$ cat config.mk
export PLATFORM = sky130hd
export DESIGN_NAME = load_store_unit
export DESIGN_NICKNAME = d
export VERILOG_FILES = /design/src/rtl/lsu_pkg.sv /design/src/rtl/lsu_lane_align.sv /design/src/rtl/load_store_unit.sv
export SDC_FILE = /design/constraint.sdc
export NUM_CORES = 1
export LEC_CHECK = 0
export ABC_AREA = 1
export BUFFER_PORTS_ARGS = -buffer_cell sky130_fd_sc_hd__buf_4
export CAP_MARGIN = 0
export CORE_MARGIN = 4
export CORE_UTILIZATION = 50
export CTS_CLUSTER_SIZE = 14
export DETAILED_ROUTE_END_ITERATION = 8
export GPL_ROUTABILITY_DRIVEN = 0
export PLACE_DENSITY = 0.75
export SKIP_CTS_REPAIR_TIMING = 1
export SLEW_MARGIN = 40
export SYNTH_ARGS = -nofsm -noshare
export SYNTH_HDL_FRONTEND = slang
export SYNTH_SLANG_ARGS = --single-unit
export TNS_END_PERCENT = 1
$ cat constraint.sdc
create_clock -name clock -period 3.42 [get_ports clock]
set_input_delay 0.171 -clock clock [delete_from_list [all_inputs] [get_ports clock]]
set_output_delay 0.171 -clock clock [all_outputs]
set_load 0.1 [all_outputs]
$ cat src/rtl/lsu_pkg.sv
// rtl/lsu_pkg.sv - funct3 encodings and FSM state type for the load/store unit
package lsu_pkg;

  localparam logic [2:0] F3_B  = 3'b000;
  localparam logic [2:0] F3_H  = 3'b001;
  localparam logic [2:0] F3_W  = 3'b010;
  localparam logic [2:0] F3_BU = 3'b100;
  localparam logic [2:0] F3_HU = 3'b101;

  typedef enum logic [1:0] {IDLE, READ, WRITE, RESP} lsu_state_t;

endpackage

$ cat src/rtl/lsu_lane_align.sv
// rtl/lsu_lane_align.sv - little-endian lane extract/extend, store merge and legality check
module lsu_lane_align
  import lsu_pkg::*;
#(
  parameter int dataW = 32
) (
  input  logic [dataW-1:0] word,
  input  logic [1:0]       addr,
  input  logic [2:0]       funct3,
  input  logic             write,
  input  logic [dataW-1:0] wdata,
  output logic [dataW-1:0] load_data,
  output logic [dataW-1:0] store_word,
  output logic             err
);

  logic [7:0]  byte_lane;
  logic [15:0] half_lane;

  always_comb begin
    byte_lane  = word[{addr, 3'b000} +: 8];
    half_lane  = word[{addr[1], 4'b0000} +: 16];
    load_data  = '0;
    store_word = word;
    err        = 1'b1;
    case (funct3)
      F3_B: begin
        load_data = {{24{byte_lane[7]}}, byte_lane};
        store_word[{addr, 3'b000} +: 8] = wdata[7:0];
        err = 1'b0;
      end
      F3_H: begin
        load_data = {{16{half_lane[15]}}, half_lane};
        store_word[{addr[1], 4'b0000} +: 16] = wdata[15:0];
        err = addr[0];
      end
      F3_W: begin
        load_data  = word;
        store_word = wdata;
        err = (addr != 2'b00);
      end
      // unsigned variants exist only for loads
      F3_BU: begin
        load_data = {24'b0, byte_lane};
        err = write;
      end
      F3_HU: begin
        load_data = {16'b0, half_lane};
        err = write | addr[0];
      end
      default: err = 1'b1;
    endcase
  end

endmodule

$ cat src/rtl/load_store_unit.sv
// rtl/load_store_unit.sv - single-outstanding load/store FSM driving a zero-delay word RAM
module load_store_unit
  import lsu_pkg::*;
#(
  parameter int dataW       = 32,
  parameter int RAMAddrSize = 8
) (
  input  logic                   clock,
  input  logic                   reset,
  input  logic                   req_valid,
  output logic                   req_ready,
  input  logic                   req_write,
  input  logic [2:0]             req_funct3,
  input  logic [RAMAddrSize-1:0] req_addr,
  input  logic [dataW-1:0]       req_wdata,
  output logic                   resp_valid,
  output logic [dataW-1:0]       resp_rdata,
  output logic                   resp_err,
  output logic [RAMAddrSize-1:0] RAMAddr,
  output logic [dataW-1:0]       RAMDataOut,
  output logic                   RAMWriteControl,
  input  logic [dataW-1:0]       RAMIn
);

  lsu_state_t state, next_state;

  logic                   write_q;
  logic [2:0]             f3_q;
  logic [RAMAddrSize-1:0] addr_q;
  logic [dataW-1:0]       wdata_q;
  logic [dataW-1:0]       word_q;

  logic             idle, accept;
  logic             sel_write;
  logic [2:0]       sel_f3;
  logic [1:0]       sel_addr;
  logic [dataW-1:0] sel_wdata, sel_word;
  logic [dataW-1:0] load_data, store_word;
  logic             lane_err;

  assign idle      = (state == IDLE);
  assign req_ready = idle && !reset;
  assign accept    = req_valid && req_ready;

  // In IDLE the lane logic checks the incoming request; afterwards it works on the latched one.
  assign sel_write = idle ? req_write        : write_q;
  assign sel_f3    = idle ? req_funct3       : f3_q;
  assign sel_addr  = idle ? req_addr[1:0]    : addr_q[1:0];
  assign sel_wdata = idle ? req_wdata        : wdata_q;
  assign sel_word  = (state == READ) ? RAMIn : word_q;

  lsu_lane_align #(.dataW(dataW)) u_lane (
    .word       (sel_word),
    .addr       (sel_addr),
    .funct3     (sel_f3),
    .write      (sel_write),
    .wdata      (sel_wdata),
    .load_data  (load_data),
    .store_word (store_word),
    .err        (lane_err)
  );

  always_ff @(posedge clock) begin
    if (reset) state <= IDLE;
    else       state <= next_state;
  end

  always_comb begin
    next_state = state;
    case (state)
      IDLE: begin
        if (accept) begin
          if (lane_err)                         next_state = RESP;
          else if (req_write && req_funct3 == F3_W) next_state = WRITE;
          else                                  next_state = READ;
        end
      end
      READ:    next_state = write_q ? WRITE : RESP;
      WRITE:   next_state = RESP;
      RESP:    next_state = IDLE;
      default: next_state = IDLE;
    endcase
  end

  always_ff @(posedge clock) begin
    if (reset) begin
      write_q    <= 1'b0;
      f3_q       <= '0;
      addr_q     <= '0;
      wdata_q    <= '0;
      word_q     <= '0;
      resp_valid <= 1'b0;
      resp_rdata <= '0;
      resp_err   <= 1'b0;
    end else begin
      if (accept) begin
        write_q <= req_write;
        f3_q    <= req_funct3;
        addr_q  <= req_addr;
        wdata_q <= req_wdata;
      end
      if (state == READ) word_q <= RAMIn;
      resp_valid <= (next_state == RESP);
      resp_err   <= idle && (next_state == RESP);
      resp_rdata <= (state == READ && next_state == RESP) ? load_data : '0;
    end
  end

  always_comb begin
    RAMAddr         = '0;
    RAMDataOut      = '0;
    RAMWriteControl = 1'b0;
    if (!reset && (state == READ || state == WRITE))
      RAMAddr = {addr_q[RAMAddrSize-1:2], 2'b00};
    if (!reset && state == WRITE) begin
      RAMDataOut      = store_word;
      RAMWriteControl = 1'b1;
    end
  end

endmodule

==> impl_metrics.yaml, run 1 <==
sta:
  endpoints_failing_hold: 0
  worst-slew-pin-transition_ns: 0.7447
  fin_max_slew_vios: 0
  timing.final.crit_period_ns: 3.228
  clock_skew_ns: 0.006906
  layout_setup_ws_ns: 0.1919
  fin_crit_sh_pct: 94.39
  setup_viol: 0
  sum_neg_setup_slack_ns: 0
  timing.slew.headroom_pct: 49.83
  rsz0062_at_grt: "false"
  achievable_freq_ghz: 0.3098
power_and_ir_drop:
  switching_share_pct: 52.06
  clock_power_share_pct: 16.8
  internal_power_w: 0.003314
  power_share_of_the_sequential_group_pct: 23.1
  power_leakage_nw: 3.667
  power_switching_w: 0.003598
  combinationalPowerShare_pct: 60.1
  power_density_nw_per_um2: 872.8
  irDropWorstVdd_v: 0.0007244
floorplan:
  fp-row-count: 40
  die_height_um: 120.6
  die_w_um: 120.6
  placeableCoreArea_um2: 12210
  die-area_um2: 14540
  top_level_ports: 155
  initial_core_util_pct: 51.89
critical_path:
  crit_path_depth: 13
  crit_path_max_fanout: 10
  cp_data_arrival_time_ns: 3.06
  r2r_cells: 13
  cp_capture_point: "RAMDataOut[3]"
  path_delay_family: "buffers and inverters"
  type_of_destination_of_the_critical_path: "primary output"
  startpoint_type: "flop"
  worst-setup-path-type: "reg -> out"
  crit_path_top_delay_cell: "ha_1"
  crit_path_largest_cell_delay_ns: 0.36
  worstSetupStartpoint: "state[1]"
  timing.rr.start: "state[1]"
  r2r_setup_slack_ns: 0.83
  worstPathBufferInverterCount: 4
  cp.required_ns: 3.25
  regToRegEndpoint: "resp_rdata[7]"
  critical_path.cell_chain: "inv_1, ha_2, nand2_1, o21ai_2, inv_1, ha_1, clkinvlp_4, nor3_1, nand3_1, nand3_1, nand2_1, a21oi_1, buf_4"
synth:
  mean_area_per_synthesized_cell_um2: 6.280
  synth.ff_latch_count: 112
  ys_types: 33
  synth_compound_area_share_pct: 19.31
  total_number_of_yosys_warnings: 0
  main_combinational_cell_family_by_area_after_synthesis: "simple AND/OR/NAND/NOR gates"
  xor_and_xnor_fraction_of_the_mapped_netlist_area_pct: 0
  post_synth_fa_ha_maj_area_fraction_pct: 1.580
  synth_simple_gate_area_share_pct: 31.46
  synth-seq-area-share_pct: 35.39
  netlist_instances: 1009
  yosys-mux-area-fraction_pct: 0
  synthesis.area_um2: 6336
run_status:
  status: "completed"
route:
  post_drt_wl_per_cell_um: 15.38
  detail_route.first_pass.iterations: 6
  route.antenna.remaining_nets: 0
  vias: 6932
  drt-total-wl_mm: 20.18
  post-route-drc-count: 0
  drt-vias-per-instance: 5.284
  drtIter0Drc: 1004
finish:
  num_antenna_cells: 0
  mostFrequentLayoutCells: "nand2_1, nor2_1, buf_4"
  non_filler_cell_area_final_um2: 7920
  drive_above_1_share_pct: 20.98
  layout.cells.most_common: "nand2_1"
  areaGrowthSynthToFinish_pct: 25.00
  final_nets: 1226
worst_hold_path:
  holdCritPathClass: "in -> reg"
cts:
  cts_htree_levels: 3
  max-clock-path-buffers: 2
  cts.reportedPaths.clkPinSlew_ns: 0.07
  clock_sink_count: 112
  cts_buffers: 9
  clock-root-buffer: "clkbuf_16"
  clock_tree_from_tritoncts: "built"
  worstSkewPairLatency_ns: 0.36
global_route:
  grt_antenna_before_repair: 1
  track_usage_pct: 27.45
  wire_length_of_the_first_global_routing_pass_mm: 31.55
  grt_start_max_net_pins: 89
  grt_overflow_total: 0
  grt_pass1_vias: 6099
run:
  maximum_capacitance_violations: 0
place:
  place_area_um2: 7518
  place_hpwl_mm: 15.14
  portBuffers: 152
  dp_slack_ns: 0.4334
## sequential cells by signal, summed over array words and instances (netlist names), 2 cells and up
| signal | count |
|---|---|
| f3_q | 3 |
| resp_rdata | 32 |
| wdata_q | 32 |
| state | 2 |
| addr_q | 8 |
| word_q | 32 |
## layer usage
layer	track usage, %	vias to the layer above	wire (um)
met5	0	-	28
met4	8.144	2	473
met3	7.530	46	2055
met2	41.91	352	8914
met1	37.93	3086	8711
li1	-	3446	-
## synth_stat cells
library cell,instances,share of area (%)
o22ai_1,9,0.89
o211ai_1,9,1.1
nor2_1,176,10
inv_4,2,0.20
nand2_2,9,0.89
buf_6,9,1.6
nand3_1,34,2.7
buf_4,5,0.59
nand4_1,2,0.20
clkbuf_1,23,1.4
o21a_1,2,0.24
conb_1,1,0.059
nand3_4,1,0.28
buf_2,20,1.6
ha_1,8,1.6
o21ai_0,108,8.5
a211oi_1,3,0.36
a21oi_1,82,6.5
o21ai_2,4,0.55
nor2_4,5,0.89
a31oi_1,3,0.30
clkinv_1,3,0.18
o31ai_1,1,0.12
nor3_1,3,0.24
inv_2,6,0.36
o21ai_1,10,0.79
or2_2,11,1.1
and2_1,4,0.39
nand2_1,234,14
inv_1,107,6.3
nand3_2,2,0.32
nor3b_2,1,0.20
dfxtp_1,112,35
## area by class of cell
| cell class | instances | area, um2 |
|---|---|---|
| Sequential cell | 112 | 2242 |
| Multi-Input combinational cell | 723 | 3337 |
| Tap cell | 168 | 210.2 |
| Fill cell | 1172 | 4292 |
| Inverter | 118 | 455.4 |
| Timing Repair Buffer | 175 | 1349 |
| Clock inverter | 7 | 101.3 |
| Clock buffer | 9 | 225.2 |
## power groups by stage
| stage | combinational (W) | clock (W) | sequential [W] |
|---|---|---|---|
| floorplan | 0.00288 | 0 | 0.00176 |
| global placement | 0.00394 | 0 | 0.00162 |
| detailed placement | 0.00395 | 0 | 0.00163 |
| CTS | 0.00397 | 0.00117 | 0.00160 |
| global route | 0.00452 | 0.00123 | 0.00162 |
| finish | 0.00415 | 0.00116 | 0.00160 |
## worst min path at each step
| stage | endpoint | from | slack [ns] | cells after the start |
|---|---|---|---|---|
| floorplan | f3_q[1] | req_funct3[1] | 0.34 | 2 |
| global placement | wdata_q[12] | wdata_q[12] | 0.43 | 2 |
| detailed placement | wdata_q[12] | wdata_q[12] | 0.44 | 2 |
| CTS | word_q[14] | RAMIn[14] | 0.09 | 3 |
| global route | wdata_q[24] | req_wdata[24] | 0.1 | 3 |
| finish | addr_q[4] | req_addr[4] | 0.09 | 3 |
## worst min-delay path: stages
cell,delay (ns)
buf_4,0.07
o21ai_0,0.07
a21oi_1,0.10
## cell families (layout without fill, tap and decap cells)
family	count (synthesis)	count (layout)
simple gates	482	482
compound gates	231	231
buf+inv	175	309
flops	112	112
fa+ha+maj	8	8
other cells	1	2
## per-stage QoR
stage          cells  utilization [%]  hold WS [ns]  power (W)
2_1_floorplan   1010                -        0.3402   0.004634
4_1_cts         1309            64.24       0.09081   0.006734
5_1_grt         1312            64.86       0.09583   0.007362
6_report        1312            64.86       0.09251   0.006912
3_3_place_gp    1293            61.57        0.4348   0.005558
3_5_place_dp    1293            61.57        0.4417   0.005577
(Power assumes the default switching activity.)
==> run 2, diff against run 1 <==
--- a/config.mk
+++ b/config.mk
@@ -9,11 +9,10 @@
 export BUFFER_PORTS_ARGS = -buffer_cell sky130_fd_sc_hd__buf_4
 export CAP_MARGIN = 0
 export CORE_MARGIN = 4
-export CORE_UTILIZATION = 50
+export CORE_UTILIZATION = 35
 export CTS_CLUSTER_SIZE = 14
 export DETAILED_ROUTE_END_ITERATION = 8
 export GPL_ROUTABILITY_DRIVEN = 0
-export PLACE_DENSITY = 0.75
 export SKIP_CTS_REPAIR_TIMING = 1
 export SLEW_MARGIN = 40
 export SYNTH_ARGS = -nofsm -noshare
==> run 2 against run 1 <==
Clock-buffer cell count increased by 1. Critical path depth increased by 1. Register-to-register slack improved by 0.10 ns. Cell count increased by 4.6%. Wire length increased by 8.0%. Fmax decreased by 0.10%. Sequential power about the same. Hold slack got worse by 0.0031 ns. Global-route usage decreased by 6.1 points. Combinational power increased by 1%. Sequential share of layout area decreased by 0.35 points. Largest cell class unchanged. Largest power group unchanged. Highest routed layer is now met4.
==> impl_metrics.yaml, run 2 (synthesis gave the netlist of run 1 again) <==
route:
  drt-total-wl_mm: 21.80
  post-route-drc-count: 0
  detail_route.first_pass.iterations: 5
  drtIter0Drc: 656
  routed_wire_length_on_met3_mm: 1.626
  wl_met1_mm: 9.851
  post_drt_wl_per_cell_um: 15.87
  topRoutingLayerUsed: "met4"
  route.met2.wl_mm: 9.940
  vias: 6813
  route.antenna.remaining_nets: 0
  drt-vias-per-instance: 4.962
critical_path:
  crit_path_top_delay_cell: "dfxtp_1"
  crit_path_largest_cell_delay_ns: 0.33
  r2r_cells: 9
  r2r_setup_slack_ns: 0.93
  startpoint_type: "flop"
  cp_data_arrival_time_ns: 3.06
  worst-setup-path-type: "reg -> out"
  regToRegEndpoint: "resp_rdata[4]"
  crit_path_max_fanout: 14
  cp_capture_point: "RAMDataOut[15]"
  cp.required_ns: 3.25
  worstSetupStartpoint: "state[0]"
  timing.rr.start: "state[1]"
  type_of_destination_of_the_critical_path: "primary output"
  critical_path.cell_chain: "inv_1, ha_4, buf_4, inv_4, nand2_1, nand2_2, nor2_4, nand2_2, nor2_4, inv_2, nand3_2, nand2_1, a21oi_1, buf_6"
sta:
  worst-slew-pin-transition_ns: 0.7503
  layout_setup_ws_ns: 0.1886
  endpoints_failing_hold: 0
  fin_max_slew_vios: 0
  setup_viol: 0
  clock_skew_ns: 0.01116
  timing.slew.headroom_pct: 49.98
  sum_neg_setup_slack_ns: 0
  achievable_freq_ghz: 0.3095
  timing.final.crit_period_ns: 3.231
  fin_crit_sh_pct: 94.49
  worst_hold_slack_ns: 0.08942
cts:
  max-clock-path-buffers: 2
  cts_htree_levels: 3
  cts_buffers: 9
  clock_sink_count: 112
  clock_tree_from_tritoncts: "built"
  clock-root-buffer: "clkbuf_16"
  cts.reportedPaths.clkPinSlew_ns: 0.07
  worstSkewPairLatency_ns: 0.37
finish:
  final_nets: 1230
  finish.cell_count_without_fillers: 1373
  num_antenna_cells: 0
  mostFrequentLayoutCells: "nand2_1, nor2_1, buf_4"
  areaGrowthSynthToFinish_pct: 26.58
  drive_above_1_share_pct: 21.25
  layout_top_registers: "resp_rdata: 32 flops, wdata_q: 32 flops, word_q: 32 flops"
  layout.cells.most_common: "nand2_1"
floorplan:
  initial_core_util_pct: 36.13
  die_w_um: 142.5
  die-area_um2: 20320
  die_height_um: 142.5
  placeableCoreArea_um2: 17540
  fp-row-count: 48
  top_level_ports: 155
global_route:
  track_usage_pct: 21.34
  wire_length_of_the_first_global_routing_pass_mm: 34.29
  grt_start_max_net_pins: 89
  grt_antenna_before_repair: 0
  grt_pass1_vias: 6521
  grt_overflow_total: 0
place:
  place_hpwl_mm: 16.39
  portBuffers: 152
  post-place-cells: 1354
  dp_slack_ns: 0.3812
run_status:
  status: "completed"
power_and_ir_drop:
  fin_total_pwr_w: 0.006827
  power_density_nw_per_um2: 851.3
  irDropWorstVdd_v: 0.0005114
  power_leakage_nw: 3.666
run:
  maximum_capacitance_violations: 0
worst_hold_path:
  holdCritPathClass: "in -> reg"
## run 2: through the flow
| step | util [%] | cell area [um2] |
|---|---|---|
| 2_1_floorplan | - | 6340 |
| 3_3_place_gp | 43.45 | 7620 |
| 3_5_place_dp | 43.45 | 7620 |
| 4_1_cts | 45.05 | 7900 |
| 5_1_grt | 45.73 | 8020 |
| 6_report | 45.73 | 8020 |
## run 2: critical path: cells and delay by family, from the launching register on
family	cells	cell delay [ns]
and+or+nand+nor	7	1.05
adders and majority gates	1	0.22
buffers and inverters	5	0.80
AOI/OAI and AO/OA	1	0.28
DFF	1	0.33
## run 2: cell type report
class / count / area (um2)
multi-input combinational: 723 / 3372
clock inverter: 6 / 51.30
timing repair buffer: 179 / 1396
sequential: 112 / 2242
tap: 225 / 281.5
clock buffer: 10 / 229.0
inverter: 118 / 447.9
fill: 1931 / 9517
## run 2: where the power goes
group	internal, W	total (W)	switching [W]
Combinational	0.00115	0.00420	0.00305
Clock	0.000505	0.00103	0.000524
Sequential	0.00154	0.00160	0.0000614
Total	0.00319	0.00683	0.00363
## run 2: worst min-delay path by stage
stage / from / to / cells past startpoint
4_1_cts: req_addr[7] / addr_q[7] / 3
2_1_floorplan: req_funct3[1] / f3_q[1] / 2
3_3_place_gp: wdata_q[9] / wdata_q[9] / 2
3_5_place_dp: wdata_q[23] / wdata_q[23] / 2
5_1_grt: req_addr[7] / addr_q[7] / 3
6_report: req_addr[7] / addr_q[7] / 3
## run 2: metal layers
layer / up-vias / track usage (%)
li1: 3442 / -
met1: 3091 / 29.24
met2: 256 / 34.27
met3: 24 / 4.267
met4: 0 / 5.903
met5: - / 0
